==> src/rtl/status_sgpio_pkg.sv <==
// status_sgpio_pkg: shared state type, frame field positions and SLOAD pattern helper
// for the SGPIO initiator.
`default_nettype none

package status_sgpio_pkg;

  typedef enum logic [0:0] {
    IDLE = 1'b0,
    RUN  = 1'b1
  } sgpio_state_e;

  localparam int BITS_PER_DRIVE = 3;
  localparam int BIT_ACT        = 0;
  localparam int BIT_LOC        = 1;
  localparam int BIT_FAIL       = 2;
  localparam int SLOAD_VEND_LO  = 1;
  localparam int SLOAD_VEND_HI  = 4;

  // SLOAD value for frame bit k: frame marker, then L0..L3, then zeros.
  function automatic logic sload_bit(input int unsigned k, input logic [3:0] vendor);
    logic b;
    b = 1'b0;
    case (k)
      0:       b = 1'b1;
      1:       b = vendor[0];
      2:       b = vendor[1];
      3:       b = vendor[2];
      4:       b = vendor[3];
      default: b = 1'b0;
    endcase
    return b;
  endfunction

endpackage

`default_nettype wire

==> src/rtl/sgpio_clk_gen.sv <==
// sgpio_clk_gen: prescaler producing SCLK plus one-cycle rise/fall strobes;
// held at zero while run_i is low.
`default_nettype none

module sgpio_clk_gen #(
  parameter int CLK_DIV = 50
) (
  input  logic clk_i,
  input  logic rst_ni,
  input  logic run_i,
  output logic sclk_o,
  output logic rise_stb_o,
  output logic fall_stb_o
);

  localparam int              CNT_W = $clog2(CLK_DIV);
  localparam logic [CNT_W-1:0] TC    = CNT_W'(CLK_DIV - 1);

  logic [CNT_W-1:0] cnt_q, cnt_d;
  logic             sclk_q, sclk_d;
  logic             tc;

  assign tc = (cnt_q == TC);

  always_comb begin
    cnt_d  = cnt_q;
    sclk_d = sclk_q;
    if (!run_i) begin
      cnt_d  = '0;
      sclk_d = 1'b0;
    end else if (tc) begin
      cnt_d  = '0;
      sclk_d = ~sclk_q;
    end else begin
      cnt_d = cnt_q + CNT_W'(1);
    end
  end

  always_ff @(posedge clk_i or negedge rst_ni) begin
    if (!rst_ni) begin
      cnt_q  <= '0;
      sclk_q <= 1'b0;
    end else begin
      cnt_q  <= cnt_d;
      sclk_q <= sclk_d;
    end
  end

  assign sclk_o     = sclk_q;
  assign rise_stb_o = run_i & tc & ~sclk_q;
  assign fall_stb_o = run_i & tc & sclk_q;

endmodule

`default_nettype wire

==> src/rtl/sgpio_initiator.sv <==
// sgpio_initiator: SFF-8485 SGPIO initiator serialising per-drive ACT/LOC/FAIL bits.
// Define SGPIO_INPUT_EN to add SDATAIN capture into DIN_STATUS.
`default_nettype none

module sgpio_initiator
  import status_sgpio_pkg::*;
#(
  parameter int NUM_DRIVES = 36,
  parameter int CLK_DIV    = 50
) (
  input  logic                                  SYSCLK,
  input  logic                                  RESET_N,
  input  logic                                  ENABLE,
  input  logic [NUM_DRIVES-1:0]                 ACT,
  input  logic [NUM_DRIVES-1:0]                 LOC,
  input  logic [NUM_DRIVES-1:0]                 FAIL,
  input  logic [3:0]                            VENDOR,
  output logic                                  SCLK,
  output logic                                  SLOAD,
  output logic                                  SDATAOUT,
  input  logic                                  SDATAIN,
  output logic [BITS_PER_DRIVE*NUM_DRIVES-1:0]  DIN_STATUS,
  output logic                                  FRAME_DONE,
  output logic                                  BUSY
);

  localparam int               FRAME_BITS = BITS_PER_DRIVE * NUM_DRIVES;
  localparam int               IDX_W      = $clog2(FRAME_BITS);
  localparam logic [IDX_W-1:0] LAST_IDX   = IDX_W'(FRAME_BITS - 1);

  sgpio_state_e           state_q, state_d;
  logic [IDX_W-1:0]       idx_q, idx_d;
  logic [FRAME_BITS-1:0]  shadow_q, shadow_d;
  logic [3:0]             vend_q, vend_d;
  logic                   sload_q, sload_d;
  logic                   sdo_q, sdo_d;
  logic                   done_q, done_d;

  logic [FRAME_BITS-1:0]  frame_in;
  logic [IDX_W-1:0]       idx_nxt;
  logic                   rise_stb, fall_stb, sclk;
  logic                   last_bit, start;

  sgpio_clk_gen #(
    .CLK_DIV (CLK_DIV)
  ) u_clk_gen (
    .clk_i      (SYSCLK),
    .rst_ni     (RESET_N),
    .run_i      (state_q == RUN),
    .sclk_o     (sclk),
    .rise_stb_o (rise_stb),
    .fall_stb_o (fall_stb)
  );

  always_comb begin
    frame_in = '0;
    for (int d = 0; d < NUM_DRIVES; d++) begin
      frame_in[BITS_PER_DRIVE*d + BIT_ACT]  = ACT[d];
      frame_in[BITS_PER_DRIVE*d + BIT_LOC]  = LOC[d];
      frame_in[BITS_PER_DRIVE*d + BIT_FAIL] = FAIL[d];
    end
  end

  assign idx_nxt  = idx_q + IDX_W'(1);
  assign last_bit = (idx_q == LAST_IDX);
  // A new frame starts from idle or back-to-back on the closing fall of the last bit.
  assign start    = ENABLE & ((state_q == IDLE) | (fall_stb & last_bit));

  always_comb begin
    state_d  = state_q;
    idx_d    = idx_q;
    shadow_d = shadow_q;
    vend_d   = vend_q;
    sload_d  = sload_q;
    sdo_d    = sdo_q;
    done_d   = 1'b0;

    if (state_q == RUN && rise_stb && last_bit) begin
      done_d = 1'b1;
    end

    if (start) begin
      state_d  = RUN;
      shadow_d = frame_in;
      vend_d   = VENDOR;
      idx_d    = '0;
      sload_d  = 1'b1;
      sdo_d    = frame_in[0];
    end else if (state_q == RUN && fall_stb) begin
      if (!last_bit) begin
        idx_d   = idx_nxt;
        sload_d = sload_bit(32'(idx_nxt), vend_q);
        sdo_d   = shadow_q[idx_nxt];
      end else begin
        state_d = IDLE;
        idx_d   = '0;
        sload_d = 1'b0;
        sdo_d   = 1'b0;
      end
    end
  end

  always_ff @(posedge SYSCLK or negedge RESET_N) begin
    if (!RESET_N) begin
      state_q  <= IDLE;
      idx_q    <= '0;
      shadow_q <= '0;
      vend_q   <= '0;
      sload_q  <= 1'b0;
      sdo_q    <= 1'b0;
      done_q   <= 1'b0;
    end else begin
      state_q  <= state_d;
      idx_q    <= idx_d;
      shadow_q <= shadow_d;
      vend_q   <= vend_d;
      sload_q  <= sload_d;
      sdo_q    <= sdo_d;
      done_q   <= done_d;
    end
  end

`ifdef SGPIO_INPUT_EN
  logic                  sync1_q, sync2_q;
  logic [FRAME_BITS-1:0] cap_q, cap_d;
  logic [FRAME_BITS-1:0] din_q, din_d;

  // The final bit is folded in on the same rise that publishes the frame.
  always_comb begin
    cap_d = cap_q;
    din_d = din_q;
    if (rise_stb) begin
      cap_d[idx_q] = sync2_q;
      if (last_bit) begin
        din_d = cap_d;
      end
    end
  end

  always_ff @(posedge SYSCLK or negedge RESET_N) begin
    if (!RESET_N) begin
      sync1_q <= 1'b0;
      sync2_q <= 1'b0;
      cap_q   <= '0;
      din_q   <= '0;
    end else begin
      sync1_q <= SDATAIN;
      sync2_q <= sync1_q;
      cap_q   <= cap_d;
      din_q   <= din_d;
    end
  end

  assign DIN_STATUS = din_q;
`else
  logic unused_sdatain;
  assign unused_sdatain = SDATAIN;
  assign DIN_STATUS     = '0;
`endif

  assign SCLK       = sclk;
  assign SLOAD      = sload_q;
  assign SDATAOUT   = sdo_q;
  assign FRAME_DONE = done_q;
  assign BUSY       = (state_q == RUN);

endmodule

`default_nettype wire

==> config.mk <==
export PLATFORM = sky130hd
export DESIGN_NAME = sgpio_initiator
export DESIGN_NICKNAME = d
export VERILOG_FILES = /design/src/rtl/status_sgpio_pkg.sv /design/src/rtl/sgpio_clk_gen.sv /design/src/rtl/sgpio_initiator.sv
export SDC_FILE = /design/constraint.sdc
export NUM_CORES = 1
export LEC_CHECK = 0
export CORE_MARGIN = 3
export CORE_UTILIZATION = 44
export DETAILED_ROUTE_END_ITERATION = 16
export PLACE_DENSITY = 0.77
export SYNTH_ARGS = -nofsm -noshare
export SYNTH_HDL_FRONTEND = slang
export SYNTH_SLANG_ARGS = --single-unit
==> constraint.sdc <==
create_clock -name SYSCLK -period 6.7 [get_ports SYSCLK]
set_clock_uncertainty 0.05 [all_clocks]
set_input_delay 1.005 -clock SYSCLK [delete_from_list [all_inputs] [get_ports SYSCLK]]
set_output_delay 1.005 -clock SYSCLK [all_outputs]
set_load 0.02 [all_outputs]
==> flow_metrics.py <==
metrics = {
    "run_status": {
        "outcome": "finished clean",
    },
    "power": {
        "swShare_pct": 22.4,
        "p_leak_nw": 4.11,
        "power_frac_comb_pct": 7.8,
        "pwr_density_cell_mw_per_mm2": 213,
        "p_clk_share_pct": 48.9,
        "p_switching_w": 0.000406,
        "max-vdd-ir-drop_mv": 0.159,
        "p_int_w": 0.00141,
        "seqPwrFrac_pct": 43.3,
    },
    "clocking": {
        "cts_made_buffers": 17,
        "cts_resized": 0,
        "cts.sinks": 130,
        "clk_pin_slew_worst_paths_ps": 50,
        "cts_tree": "built",
        "clockBufferDepth": 2,
        "hold_buffers": 0,
        "cts_root_buffer": "clkbuf_16",
        "clk_latency_ps": 400,
        "post_cts_buffers": 0,
        "cts_max_level": 4,
    },
    "sta": {
        "slew_headroom_pct": 34.2,
        "clock.fmax_mhz": 253,
        "drv_slew": 0,
        "rsz0062_at_grt": "false",
        "tightest_slew_ps": 986,
        "hold_viol_final": 0,
        "setup_ws_ps": 2750,
        "finalSetupTns_ps": 0,
        "fin_crit_ps": 3950,
        "report.final.setup_viol": 0,
        "finalCritPeriodShare_pct": 59.0,
    },
    "detailed_routing": {
        "totalWireLength_microns": 13900,
        "dr.max_layer_used": "met4",
        "drt_iter0_drc": 183,
        "wl_per_cell_microns": 15.7,
        "num_vias": 4355,
        "drc_errors": 0,
        "drt-met1-wl_microns": 5240,
        "met3_length_microns": 1350,
        "firstDrtPassIters": 4,
        "wl_met2_microns": 7170,
        "routed_via_density": 4.91,
        "ant_nets": 0,
    },
    "hold_path": {
        "hp-class": "reg2reg",
        "holdPathEnd": "shadow_q[63]",
        "holdPathStages": 1,
        "min_from": "shadow_q[63]",
    },
    "setup_path": {
        "cp_slowest_cell": "or4_1",
        "cp.depth": 8,
        "cp_max_fo": 64,
        "criticalPathCategory": "reg2reg",
        "timing.rr.end": "shadow_q[4]",
        "end_kind": "register",
        "start_kind": "register",
        "timing.rr.start": "idx_q[0]",
        "required_ps": 6930,
        "ff2ff_setup_slack_ps": 2750,
        "slowest_delay_ps": 640,
        "rr_worst_depth": 8,
        "arrival_ps": 4180,
        "critPathMostFrequentCell": "buf_4",
        "crit_buf_inv": 2,
        "cp_top_family": "simple AND/OR/NAND/NOR gates",
        "cp_cell_sequence": "buf_4 > ha_1 > nand2_2 > or4_1 > o21ai_2 > nand2_4 > buf_4 > mux2_1",
    },
    "die": {
        "num_rows": 45,
        "core_sq_mm": 0.0154,
        "num_io_pins": 229,
        "die_h_microns": 132,
        "initial_core_util_pct": 45.6,
        "design.die.area_sq_mm": 0.0175,
        "die_w_microns": 132,
    },
    "grt": {
        "antenna_found_initial": 0,
        "grt_pass1_wl_microns": 22300,
        "grt_max_degree": 83,
        "grt_usage_pct": 15.9,
        "overflow": 0,
        "grt_pass1_vias": 4469,
    },
    "placed_design": {
        "dp_slack_ps": 2700,
        "placement.io_buffers": 119,
        "place_area_sq_mm": 0.00794,
        "dp_hpwl_microns": 10100,
        "gp_congestion": 0.794,
    },
    "final_layout": {
        "area_delta_synth_final_pct": 21.5,
        "nets": 786,
        "layout-drive-gt1-share_pct": 25.0,
        "n_fill_cell": 1215,
        "insertedDiodeCount": 0,
        "fin_area_sq_mm": 0.00851,
    },
    "yosys": {
        "seq_area_frac_synth_pct": 46.5,
        "synth_seq_cells": 130,
        "synthTopCellsByArea": "dfrtp_1 (46%), mux2_2 (16%), buf_4 (12%)",
        "synth_top_area_share_pct": 46.5,
        "synthArstFlopShare_pct": 100,
        "synth_top_area_cell": "dfrtp_1",
        "yosysWarnings": 0,
        "synth_area_sq_mm": 0.00700,
        "synth_cell_types": 47,
        "syn_area_per_cell_sq_um": 12.8,
        "synth_edf_count": 0,
        "yosysMostFrequentCell": "dfrtp_1",
        "synthTopCellsByCount": "dfrtp_1 (130), buf_4 (116), mux2_2 (102), mux4_2 (27), nor2_1 (20)",
        "syn_inst": 548,
        "synth_flop_cell": "dfrtp_1",
    },
    "flow_run": {
        "maxCapViolations": 0,
    },
}
[per-layer routing]
metal	vias up	GRT usage, %
met3	16	5.69
met1	2177	18.3
met2	206	27.9
met5	-	0
li1	1956	-
met4	0	5.13
[how the worst max path moves through the flow]
stage / from / endpoint / slack (ps)
6_report: idx_q[0] / shadow_q[4] / 2750
5_1_grt: idx_q[0] / shadow_q[5] / 2430
4_1_cts: idx_q[0] / shadow_q[65] / 2700
3_5_place_dp: idx_q[0] / shadow_q[65] / 2700
3_3_place_gp: idx_q[0] / shadow_q[65] / 2760
2_1_floorplan: idx_q[0] / SDATAOUT / 3620
[power groups by stage]
stage	clock [W]	sequential, W	combinational, W
6_report	0.000889	0.000787	0.000141
5_1_grt	0.000942	0.000786	0.000151
4_1_cts	0.000903	0.000787	0.000142
3_5_place_dp	0	0.000800	0.000141
3_3_place_gp	0	0.000800	0.000139
2_1_floorplan	0	0.000801	0.000103
[cell type report]
cell class	instances	area (sq um)	share of cell area, %
inverters	9	33.8	0.397
flip-flops and latches	130	3250	38.2
well taps	211	264	3.10
clock inverters	10	109	1.28
clock buffers	22	464	5.45
repair buffers	124	1230	14.4
multi-input cells	381	3160	37.1
[registers in the layout (all words and copies together) (netlist names)]
register / count
shadow_q: 108
SDATAOUT: 1
idx_q: 7
FRAME_DONE: 1
vend_q: 4
u_clk_gen.sclk_o: 1
BUSY: 1
SLOAD: 1
u_clk_gen.cnt_q: 6
[layout by cell type, fill, tap and decap left out, types with 2 or more instances in the layout]
cell	instances
clkbuf_16	17
bufinv_16	2
nor2_1	20
or4_1	2
buf_4	6
a21oi_1	6
clkbuf_1	3
ha_1	7
mux2i_1	8
inv_1	9
nand3b_1	2
nand2_1	16
xnor2_1	4
dfrtp_1	129
conb_1	108
nor3b_1	3
clkdlybuf4s50_1	118
o31ai_1	3
clkinvlp_4	2
clkbuf_8	2
clkinv_2	5
nor3_1	3
mux2_1	11
and3_1	3
a211oi_1	5
mux2_2	102
nor4_1	2
mux4_2	27
a32oi_1	2
xor2_1	5
o21ai_0	10
nor2b_1	5
nand3_1	7
a31oi_1	2
[per-stage QoR]
stage                     cells  hold WS (ps)  total power [W]  utilization [%]
final                       887           436          0.00182             55.4
after global routing        887           458          0.00188             55.4
after CTS                   887           443          0.00183             55.4
after detailed placement    855           422         0.000942             51.6
after global placement      855           415         0.000940             51.6
after floorplan             655           409         0.000904                -
[cells by family (layout without fill, tap and decap cells)]
| logic type | after synthesis | in the layout | share of synthesized area, % |
|---|---|---|---|
| DFF | 130 | 130 | 46.5 |
| buffers and inverters | 144 | 165 | 14.4 |
| xor gates and xnor gates | 10 | 10 | 1.25 |
| adders and majority gates | 7 | 7 | 1.25 |
| other | 1 | 108 | 0.0535 |
| muxes | 148 | 148 | 28.0 |
| AOI/OAI and AO/OA | 39 | 39 | 3.81 |
| and+or+nand+nor | 69 | 69 | 4.82 |
(Power assumes the default switching activity.)
